[src/rtl/cla_addsub_pipe.sv]
// rtl/cla_addsub_pipe.sv - two-stage pipelined carry-lookahead add/sub with signed saturation and ALU flags
module cla_addsub_pipe #(
  parameter int WIDTH = 16
) (
  input  logic             clk,
  input  logic             rst,
  input  logic             in_valid,
  output logic             in_ready,
  input  logic [WIDTH-1:0] A,
  input  logic [WIDTH-1:0] B,
  input  logic [1:0]       mode,
  output logic             out_valid,
  input  logic             out_ready,
  output logic [WIDTH-1:0] S,
  output logic             C,
  output logic             V,
  output logic             N,
  output logic             Z
);

  localparam int H  = WIDTH / 2;
  localparam int NG = H / 4;

  // Half-width adder: 4-bit lookahead groups; group carries come from the
  // group P/G chain, never from a neighbouring group's bit carries.
  function automatic logic [H:0] cla_half(input logic [H-1:0] a, input logic [H-1:0] b,
                                          input logic cin);
    logic [H-1:0] p, g, c;
    logic [NG:0]  gc;
    logic         gp, gg;
    p = a ^ b;
    g = a & b;
    c = '0;
    gc = '0;
    gc[0] = cin;
    for (int j = 0; j < NG; j++) begin
      gp = &p[4*j +: 4];
      gg = g[4*j+3] | (p[4*j+3] & g[4*j+2]) | (p[4*j+3] & p[4*j+2] & g[4*j+1])
         | (p[4*j+3] & p[4*j+2] & p[4*j+1] & g[4*j]);
      c[4*j]   = gc[j];
      c[4*j+1] = g[4*j] | (p[4*j] & gc[j]);
      c[4*j+2] = g[4*j+1] | (p[4*j+1] & g[4*j]) | (p[4*j+1] & p[4*j] & gc[j]);
      c[4*j+3] = g[4*j+2] | (p[4*j+2] & g[4*j+1]) | (p[4*j+2] & p[4*j+1] & g[4*j])
               | (p[4*j+2] & p[4*j+1] & p[4*j] & gc[j]);
      gc[j+1]  = gg | (gp & gc[j]);
    end
    return {gc[NG], p ^ c};
  endfunction

  logic [WIDTH-1:0] bx;
  logic [H-1:0]     sum_lo, sum_hi;
  logic             c_mid, c_out;

  logic             s1_valid;
  logic [H-1:0]     s1_sum_lo, s1_a_hi, s1_bx_hi;
  logic             s1_c_mid, s1_sat;

  logic             s2_adv;
  logic             ovf;
  logic [WIDTH-1:0] sat_val, s_next;

  assign bx = mode[0] ? ~B : B;
  assign {c_mid, sum_lo} = cla_half(A[H-1:0], bx[H-1:0], mode[0]);
  assign {c_out, sum_hi} = cla_half(s1_a_hi, s1_bx_hi, s1_c_mid);

  assign s2_adv   = !out_valid || out_ready;
  assign in_ready = rst || !s1_valid || s2_adv;

  assign ovf     = (s1_a_hi[H-1] == s1_bx_hi[H-1]) && (sum_hi[H-1] != s1_a_hi[H-1]);
  assign sat_val = s1_a_hi[H-1] ? {1'b1, {(WIDTH-1){1'b0}}} : {1'b0, {(WIDTH-1){1'b1}}};
  assign s_next  = (s1_sat && ovf) ? sat_val : {sum_hi, s1_sum_lo};

  always_ff @(posedge clk) begin
    if (rst) begin
      s1_valid  <= 1'b0;
      s1_sum_lo <= '0;
      s1_a_hi   <= '0;
      s1_bx_hi  <= '0;
      s1_c_mid  <= 1'b0;
      s1_sat    <= 1'b0;
      out_valid <= 1'b0;
      S         <= '0;
      C         <= 1'b0;
      V         <= 1'b0;
      N         <= 1'b0;
      Z         <= 1'b0;
    end else begin
      // in_ready here implies stage 1 is empty or moving on this edge
      if (in_ready) begin
        s1_valid <= in_valid;
        if (in_valid) begin
          s1_sum_lo <= sum_lo;
          s1_c_mid  <= c_mid;
          s1_a_hi   <= A[WIDTH-1:H];
          s1_bx_hi  <= bx[WIDTH-1:H];
          s1_sat    <= mode[1];
        end
      end
      if (s2_adv) begin
        out_valid <= s1_valid;
        S         <= s_next;
        C         <= c_out;
        V         <= ovf;
        N         <= s_next[WIDTH-1];
        Z         <= (s_next == '0);
      end
    end
  end

endmodule

[config.mk]
export PLATFORM = sky130hd
export DESIGN_NAME = cla_addsub_pipe
export DESIGN_NICKNAME = d
export VERILOG_FILES = /design/src/rtl/cla_addsub_pipe.sv
export SDC_FILE = /design/constraint.sdc
export NUM_CORES = 1
export LEC_CHECK = 0
export CORE_UTILIZATION = 55
export DETAILED_ROUTE_END_ITERATION = 10
export GPL_ROUTABILITY_DRIVEN = 0
export PLACE_DENSITY_LB_ADDON = 0.3
export SYNTH_ARGS = -nofsm -noshare
export SYNTH_HDL_FRONTEND = slang
export SYNTH_SLANG_ARGS = --single-unit
[constraint.sdc]
create_clock -name clk -period 6.57 [get_ports clk]
set_input_delay 1.314 -clock clk [delete_from_list [all_inputs] [get_ports clk]]
set_output_delay 1.314 -clock clk [all_outputs]
set_load 0.005 [all_outputs]
==> results of run 1 <==
[report_power, final]
part | switching (mW) | internal, mW | leakage (nW) | total, mW
logic | 0.103 | 0.110 | 0.962 | 0.213
clock network | 0.0960 | 0.0744 | 0.0412 | 0.170
registers | 0.0190 | 0.311 | 0.388 | 0.330
total | 0.218 | 0.496 | 1.39 | 0.713
[metal layers]
metal | up-vias | GRT usage (%) | share of wire, % | routed length (µm)
met1 | 1100 | 32.83 | 47 | 2744
met4 | 0 | 8.761 | 1.4 | 83
li1 | 1245 | - | - | -
met5 | - | 0 | 0 | 0
met3 | 9 | 4.607 | 4.3 | 254
met2 | 70 | 38.48 | 48 | 2803
[sequential cells by signal (all words and copies together), names as in the netlist]
signal and cells:
C 1, S 16, V 1, Z 1
out_valid 1, s1_a_hi 8, s1_bx_hi 8, s1_c_mid 1
s1_sat 1, s1_sum_lo 8, s1_valid 1
[area by class of cell]
class,count,area [µm²]
inverters,9,33.78
clock buffers,6,72.57
clock inverters,2,12.51
fillers,400,1341
multi-input cells,247,1770
well taps,67,83.83
repair buffers,60,593.1
flip-flops and latches,47,940.9
[kinds of logic (layout without fill, tap and decap cells)]
| group | Yosys count | count (layout) | share of synthesized area, % |
|---|---|---|---|
| AOI/OAI and AO/OA | 84 | 84 | 21.96 |
| buffers and inverters | 31 | 77 | 5.129 |
| xor gates and xnor gates | 26 | 26 | 7.979 |
| muxes | 2 | 2 | 0.7453 |
| DFF | 47 | 47 | 32.97 |
| and+or+nand+nor | 116 | 116 | 22.10 |
| adders and majority gates | 19 | 19 | 9.119 |
[path summary, 6_finish.rpt]
path,start,to,cells after the start
setup / recovery,rst,in_ready,4
hold / removal,V$_SDFFE_PP0P_,V$_SDFFE_PP0P_,2
setup reg to reg,s1_a_hi[3]$_SDFFE_PP0P_,Z$_SDFFE_PP0P_,11
hold reg to reg,V$_SDFFE_PP0P_,V$_SDFFE_PP0P_,2
[placed cells by master (no fill, tap or decap), types with 3 or more instances in the layout]
| cell type | count |
|---|---|
| xnor2_1 | 15 |
| nor4_1 | 6 |
| a21o_1 | 7 |
| nor3b_1 | 5 |
| clkdlybuf4s50_1 | 58 |
| o21ai_0 | 5 |
| a211oi_1 | 15 |
| nor3_1 | 7 |
| xor2_1 | 11 |
| inv_1 | 9 |
| dfxtp_1 | 47 |
| fa_1 | 3 |
| clkbuf_8 | 5 |
| nor3_2 | 9 |
| ha_1 | 16 |
| a21oi_2 | 11 |
| nand2_1 | 33 |
| a21oi_1 | 24 |
| nand3_1 | 5 |
| nor2_1 | 35 |
[critical path: stages]
cell and delay (ns):
buf_2 0.73, nor3b_1 0.20, nand2_1 0.19, clkdlybuf4s50_1 0.52
[metrics by stage]
| step | cell area, µm² | utilization (%) | total power [mW] | cells |
|---|---|---|---|---|
| final | 3507 | 72.34 | 0.7134 | 438 |
| after global routing | 3507 | 72.34 | 0.7569 | 438 |
| after CTS | 3507 | 72.34 | 0.7169 | 438 |
| after detailed placement | 3422 | 70.58 | 0.5485 | 430 |
| after global placement | 3422 | 70.58 | 0.5419 | 430 |
| after floorplan | 2854 | - | 0.4735 | 325 |
==> summary.txt, run 1 <==
status - finished, final reports clean
Worst R2R Setup Slack - 3.08 ns
first-pass GRT wire length - 10.30 mm
top-count cell post-synth - dfxtp_1
Setup CP Type - input pin to output port
buffers added on ports - 59
Leakage - 1.391 nW
clock sink count - 47
dpl hpwl - 4.548 mm
Hold WS - 0.4538 ns
period utilisation layout - 65.26%
Syn Std Cell Area - 0.002854 mm²
Critical Path RT - 5.26 ns
antenna cells - 0
Setup Fix Bufs, Post-CTS - 0
CTS Buf Count - 5
I/O pins - 60
all-layer global routing usage - 24.23%
Post-synth EDFFs - 0
chip height - 74.04 µm
mean routed wirelength per cell - 13.44 µm
CP Capture Type - output port
First DRT Iteration DRCs - 104
Final Hold Viols - 0
Vias - 2424
critical path fanouts, max - 52
CP startpoint kind - input pin
Post-Synthesis Cells - 325
Final ANT Viol Nets - 0
Syn Area/Cell - 8.781 µm²
Die Footprint - 0.005481 mm²
final worst slack - 2.282 ns
# hold bufs at CTS - 0
Rel. slew slack - 34.05%
worst min path class - flip-flop to flip-flop
core region area - 0.004848 mm²
RSZ-0062 raised after global routing - false
post-route minimum period - 4.288 ns
post-cts sizing count - 0
Setup-failing EPs final - 0
gr ovfl total - 0
Synth Flop Type - dfxtp_1
routed wire length - 5.886 mm
Post-synth ARST share - 0%
clock tree from TritonCTS - yes
DR DRC count - 0
power per cell area - 203.4 mW/mm²
pre-CTS setup slack - 2.070 ns
Die Wd - 74.04 µm
Row Count - 25
Synth cell types - 53
layout cell share with drive strength beyond 1 - 11.86%
Starting Density - 58.86%
Warnings, synthesis - 0
TritonRoute pass-1 iters - 4
clock latency at the later pin of the worst-skew pair - 0.30 ns
leading area contributor after synthesis - dfxtp_1
VDD IR max - 0.09817 mV
Max-cap violations - 0
Fmax - 233.2 MHz
setup_tns - 0 ns
initial antenna violation count - 0
area growth from synthesis to layout - 22.88%
Net count, final - 427
Mapped Nets - 382
Worst Max-Slew Pin Slew - 0.9818 ns
sequential fraction of the synthesis area - 32.97%
Worst Path Arrival - 2.97 ns
Max Clock Skew - 0.004281 ns
dominant cells by area after synthesis - dfxtp_1 33%, ha_1 7.0%, nor2_1 4.6%
Commonest cells post-synth - 47 x dfxtp_1, 35 x nor2_1, 33 x nand2_1
Clk pin slew, worst setup/hold paths - 0.09 ns
vias in the first global route - 2231
Yosys reg bits - 47
H-tree levels - 2
Root Buffer - clkbuf_8
Slew Limit Fails - 0
largest net degree at the start of global routing - 53
CTS Buffer Depth - 2
Via density - 5.534
share of the synthesized area in the top cell type - 32.97%
Note: power is estimated with default switching activity, not from simulation.
==> run 2: changes to the inputs <==
- CORE_UTILIZATION: 55 -> 46
- clock period: 6.57 -> 3.8 ns (I/O delays scaled with it)
==> summary.txt, run 2 (synthesis results as in run 1) <==
placed cell area - 0.003462 mm² (was 0.003422 mm²)
First DRT Iteration DRCs - 152 (was 104)
# hold bufs at CTS - 0 (unchanged)
buffers added on ports - 59 (unchanged)
critical path fanouts, max - 8 (was 52)
DR DRC count - 0 (unchanged)
Hold WS - 0.4567 ns (was 0.4538 ns)
total power - 1.385 mW (was 713.4 µW)
status - finished, final reports clean (unchanged)
core region area - 0.005956 mm² (was 0.004848 mm²)
period utilisation layout - 89.59%
Crit. Startpoint - s1_a_hi[3]$_SDFFE_PP0P_ (was rst)
Die Wd - 80.77 µm (was 74.04 µm)
all-layer global routing usage - 21.48% (was 24.23%)
mean routed wirelength per cell - 14.34 µm (was 13.44 µm)
Final ANT Viol Nets - 0 (unchanged)
Root Buffer - clkbuf_8 (unchanged)
clock sink count - 47 (unchanged)
Leakage - 1.434 nW (was 1.391 nW)
max FFs per register - 16 (unchanged)
antenna cells - 0 (unchanged)
Slew Limit Fails - 0 (unchanged)
Setup CP Type - flip-flop to flip-flop (was input pin to output port)
Rel. slew slack - 53.18% (was 34.05%)
setup_tns - 0 ns (unchanged)
RSZ-0062 raised after global routing - false (unchanged)
I/O pins - 60 (unchanged)
TritonRoute pass-1 iters - 5 (was 4)
vias in the first global route - 2362 (was 2231)
Slowest-stage cell, CP - fa_1 (was buf_2)
post-cts sizing count - 0 (unchanged)
Max-cap violations - 0 (unchanged)
HP Start - V$_SDFFE_PP0P_ (unchanged)
Max Clock Skew - 0.005648 ns (was 0.004281 ns)
reg-to-reg startpoint - s1_a_hi[3]$_SDFFE_PP0P_ (unchanged)
Critical Path RT - 4.05 ns (was 5.26 ns)
CTS Buffer Depth - 2 (unchanged)
clock tree from TritonCTS - yes (unchanged)
H-tree levels - 2 (unchanged)
initial antenna violation count - 0 (unchanged)
Fill cells - 548 (was 400)
Via density - 5.511 (was 5.534)
first-pass GRT wire length - 10.81 mm (was 10.30 mm)
Final Hold Viols - 0 (unchanged)
Starting Density - 47.92% (was 58.86%)
dpl hpwl - 4.886 mm (was 4.548 mm)
Worst Max-Slew Pin Slew - 0.7006 ns (was 0.9818 ns)
VDD IR max - 0.1920 mV (was 0.09817 mV)
Clk pin slew, worst setup/hold paths - 0.09 ns (about the same)
commonest non-fill, non-tap cells in the layout - 58 x clkdlybuf4s50_1, 47 x dfxtp_1, 35 x nor2_1 (unchanged)
CP startpoint kind - flip-flop (was input pin)
Die Footprint - 0.006523 mm² (was 0.005481 mm²)
Net count, final - 431 (was 427)
Setup Fix Bufs, Post-CTS - 0 (unchanged)
CP Capture Type - flip-flop (was output port)
Row Count - 28 (was 25)
crit-path cells - ha_1 -> and2_4 -> a311oi_4 -> nand2_1 -> fa_1 -> or4_1 -> nor4_1 -> nand2_1 -> nor4_1 -> o211ai_2 -> o21ai_2 (was buf_2 -> nor3b_1 -> nand2_1 -> clkdlybuf4s50_1)
chip height - 80.77 µm (was 74.04 µm)
Worst Path Arrival - 3.65 ns (was 2.97 ns)
area growth from synthesis to layout - 25.95% (was 22.88%)
power per cell area - 385.3 mW/mm² (was 203.4 mW/mm²)
CTS Buf Count - 5 (unchanged)
worst min path class - flip-flop to flip-flop (unchanged)
Top reg by flops - S (unchanged)
Fmax - 293.7 MHz
final design instance area without fill - 0.003595 mm² (was 0.003507 mm²)
commonest non-fill, non-tap cell in the layout - clkdlybuf4s50_1 (unchanged)
Vias - 2480 (was 2424)
routed wire length - 6.455 mm (was 5.886 mm)
largest net degree at the start of global routing - 52 (was 53)
gr ovfl total - 0 (unchanged)
slowest stage delay, CP - 0.51 ns (was 0.73 ns)
Setup-failing EPs final - 0 (unchanged)
post-layout util - 60.36% (was 72.34%)
post-route minimum period - 3.404 ns
layout cell share with drive strength beyond 1 - 12.80% (was 11.86%)
clock latency at the later pin of the worst-skew pair - 0.31 ns (was 0.30 ns)
[run 2: changes by cell type in the layout (fill, tap and decap cells not counted), sizes merged]
cell / previous run / this run
bufinv: 0 / 2
buf: 2 / 6
clkinv: 1 / 0
clkinvlp: 1 / 0
[run 2: layout make-up]
cell class	count	area, µm²	share of cell area, %
clock buffers	6	72.57	2.019
inverters	9	33.78	0.9398
repair buffers	64	623.1	17.33
flip-flops and latches	47	940.9	26.17
multi-input cells	247	1770	49.25
clock inverters	2	60.06	1.671
well taps	75	93.84	2.611
[run 2: report_power, final]
part           switching (mW)  total, mW  internal, mW
registers              0.0335      0.572         0.538
clock network           0.176      0.439         0.263
logic                   0.182      0.374         0.192
total                   0.392       1.39         0.993
[run 2: critical path: cells and delay by family, from the launching register on]
kind,cells,cell delay [ns]
simple gates,6,1.45
compound gates,3,0.63
fa+ha+maj,2,0.94
flops,1,0.33
[run 2: per-stage QoR]
stage | setup slack, ns | std cells
after global routing | 0.2591 | 450
after CTS | 0.3966 | 450
final | 0.3956 | 450
after detailed placement | 0.3814 | 442
after floorplan | 0.4590 | 325
after global placement | 0.4622 | 442
[run 2: path summary, 6_finish.rpt]
| kind | to | slack, ns | cells past startpoint |
|---|---|---|---|
| max | Z$_SDFFE_PP0P_ | 0.40 | 11 |
| max reg2reg | Z$_SDFFE_PP0P_ | 0.40 | 11 |
| min | V$_SDFFE_PP0P_ | 0.46 | 2 |
| min reg2reg | V$_SDFFE_PP0P_ | 0.46 | 2 |
[run 2: routing by layer]
layer  GRT usage, %  vias up  routed length, µm
met5              0        -                  0
met4          7.679        0                103
met3          3.933       10                302
met2          37.20       65               3143
met1          26.57     1155               2905
li1               -     1250                  -
==> run 3: changes to the inputs <==
- CORE_UTILIZATION: 46 -> 51
- clock period: 3.8 -> 3.65 ns (I/O delays scaled with it)
==> summary.txt, run 3 (synthesis results as in run 1) <==
CTS Buf Count - 5 (unchanged)
Max Clock Skew - 0.007468 ns (was 0.005648 ns)
vias in the first global route - 2196 (was 2362)
core region area - 0.005238 mm² (was 0.005956 mm²)
area growth from synthesis to layout - 25.08% (was 25.95%)
routed wire length - 5.820 mm (was 6.455 mm)
Hold WS - 0.4614 ns (was 0.4567 ns)
post-layout util - 68.16% (was 60.36%)
dpl hpwl - 4.551 mm (was 4.886 mm)
clock tree from TritonCTS - yes (unchanged)
Net count, final - 434 (was 431)
RSZ-0062 raised after global routing - false (unchanged)
Fmax - 306.1 MHz (was 293.7 MHz)
R2R depth - 11 (unchanged)
reg-to-reg startpoint - s1_a_hi[3]$_SDFFE_PP0P_ (unchanged)
Setup-failing EPs final - 0 (unchanged)
CP startpoint kind - flip-flop (unchanged)
TritonRoute pass-1 iters - 4 (was 5)
Die Footprint - 0.005899 mm² (was 0.006523 mm²)
Top reg by flops - S (unchanged)
largest net degree at the start of global routing - 52 (unchanged)
status - finished, final reports clean (unchanged)
all-layer global routing usage - 21.14% (was 21.48%)
DR DRC count - 0 (unchanged)
Leakage - 1.425 nW (was 1.434 nW)
clock sink count - 47 (unchanged)
Starting Density - 54.49% (was 47.92%)
placed cell area - 0.003478 mm² (was 0.003462 mm²)
Vias - 2437 (was 2480)
Root Buffer - clkbuf_8 (unchanged)
Clk pin slew, worst setup/hold paths - 0.08 ns (was 0.09 ns)
critical path fanouts, max - 8 (unchanged)
commonest non-fill, non-tap cell in the layout - clkdlybuf4s50_1 (unchanged)
Slew Limit Fails - 0 (unchanged)
Setup CP Type - flip-flop to flip-flop (unchanged)
buffers added on ports - 59 (unchanged)
Final Instance Count excl. Fillers - 448 (was 450)
Reg-to-Reg End - Z$_SDFFE_PP0P_ (unchanged)
mean routed wirelength per cell - 12.99 µm (was 14.34 µm)
Worst Max-Slew Pin Slew - 0.6678 ns (was 0.7006 ns)
Via density - 5.440 (was 5.511)
initial antenna violation count - 0 (unchanged)
Max-cap violations - 0 (unchanged)
total power - 1.283 mW (was 1.385 mW)
I/O pins - 60 (unchanged)
CTS Buffer Depth - 2 (unchanged)
crit-path cells - ha_1 -> and2_4 -> a311oi_4 -> nand2_1 -> fa_1 -> or4_1 -> nor4_2 -> nand3_1 -> a211oi_1 -> o211ai_2 -> o21ai_2 (was ha_1 -> and2_4 -> a311oi_4 -> nand2_1 -> fa_1 -> or4_1 -> nor4_1 -> nand2_1 -> nor4_1 -> o211ai_2 -> o21ai_2)
Setup Fix Bufs, Post-CTS - 0 (unchanged)
Final ANT Viol Nets - 0 (unchanged)
clock latency at the later pin of the worst-skew pair - 0.30 ns (was 0.31 ns)
post-route minimum period - 3.267 ns (was 3.404 ns)
Post-Place Cells - 440 (was 442)
Worst Path Arrival - 3.51 ns (was 3.65 ns)
setup_tns - 0 ns (unchanged)
final worst slack - 0.3829 ns (was 0.3956 ns)
Worst R2R Setup Slack - 0.38 ns (was 0.40 ns)
slowest stage delay, CP - 0.50 ns (was 0.51 ns)
worst min path class - flip-flop to flip-flop (unchanged)
max FFs per register - 16 (unchanged)
Rel. slew slack - 55.37% (was 53.18%)
power per cell area - 359.4 mW/mm² (was 385.3 mW/mm²)
chip height - 76.81 µm (was 80.77 µm)
CP Capture Type - flip-flop (unchanged)
final design instance area without fill - 0.003570 mm² (was 0.003595 mm²)
gr ovfl total - 0 (unchanged)
Slowest-stage cell, CP - fa_1 (unchanged)
commonest non-fill, non-tap cells in the layout - 58 x clkdlybuf4s50_1, 47 x dfxtp_1, 35 x nor2_1 (unchanged)
Final Hold Viols - 0 (unchanged)
Crit. Startpoint - s1_a_hi[3]$_SDFFE_PP0P_ (unchanged)
first-pass GRT wire length - 10.14 mm (was 10.81 mm)
Row Count - 26 (was 28)
layout cell share with drive strength beyond 1 - 13.76% (was 12.80%)
antenna cells - 0 (unchanged)
H-tree levels - 2 (unchanged)
Worst Setup EP - Z$_SDFFE_PP0P_ (unchanged)
Critical Path RT - 3.89 ns (was 4.05 ns)
period utilisation layout - 89.51% (was 89.59%)
VDD IR max - 0.1696 mV (was 0.1920 mV)
pre-CTS setup slack - 0.3178 ns (was 0.3814 ns)
First DRT Iteration DRCs - 150 (was 152)
Die Wd - 76.81 µm (was 80.77 µm)
==> run 3: worst max-delay path: cells and delay by family, from the launching register on <==
family	cells	cell delay [ns]
flops	1	0.32
fa+ha+maj	2	0.92
compound gates	4	0.85
simple gates	5	1.13
==> run 3: how the worst min path moves through the flow <==
stage | startpoint | end | cells after the start
floorplan | s1_sum_lo[1]$_SDFFE_PP0P_ | s1_sum_lo[1]$_SDFFE_PP0P_ | 2
global placement | V$_SDFFE_PP0P_ | V$_SDFFE_PP0P_ | 2
detailed placement | S[4]$_SDFFE_PP0P_ | S[4]$_SDFFE_PP0P_ | 2
CTS | S[4]$_SDFFE_PP0P_ | S[4]$_SDFFE_PP0P_ | 2
global route | S[4]$_SDFFE_PP0P_ | S[4]$_SDFFE_PP0P_ | 2
finish | S[4]$_SDFFE_PP0P_ | S[4]$_SDFFE_PP0P_ | 2
==> run 3: routing by layer <==
metal	wire length [µm]	global-route usage [%]
met5	0	0
met4	80	6.923
met3	199	3.690
met2	2729	34.11
met1	2811	28.39
==> run 3: power breakdown <==
group          total [mW]  internal (mW)  leakage, nW  switching, mW
registers           0.594          0.560        0.388         0.0337
logic               0.386          0.202        0.996          0.184
clock network       0.303          0.134       0.0412          0.169
total                1.28          0.896         1.43          0.387
==> run 3: final cells by class <==
class / count / area (µm²)
fill: 453 / 1668
clock buffer: 6 / 72.57
multi-input combinational: 247 / 1777
inverter: 9 / 33.78
clock inverter: 2 / 12.51
timing repair buffer: 67 / 645.6
sequential: 47 / 940.9
tap: 70 / 87.58
==> run 3: what timing repair did <==
action,in CTS,in global routing
gates resized for setup,0,1
setup endpoints to repair,0,1
hold buffers,0,0
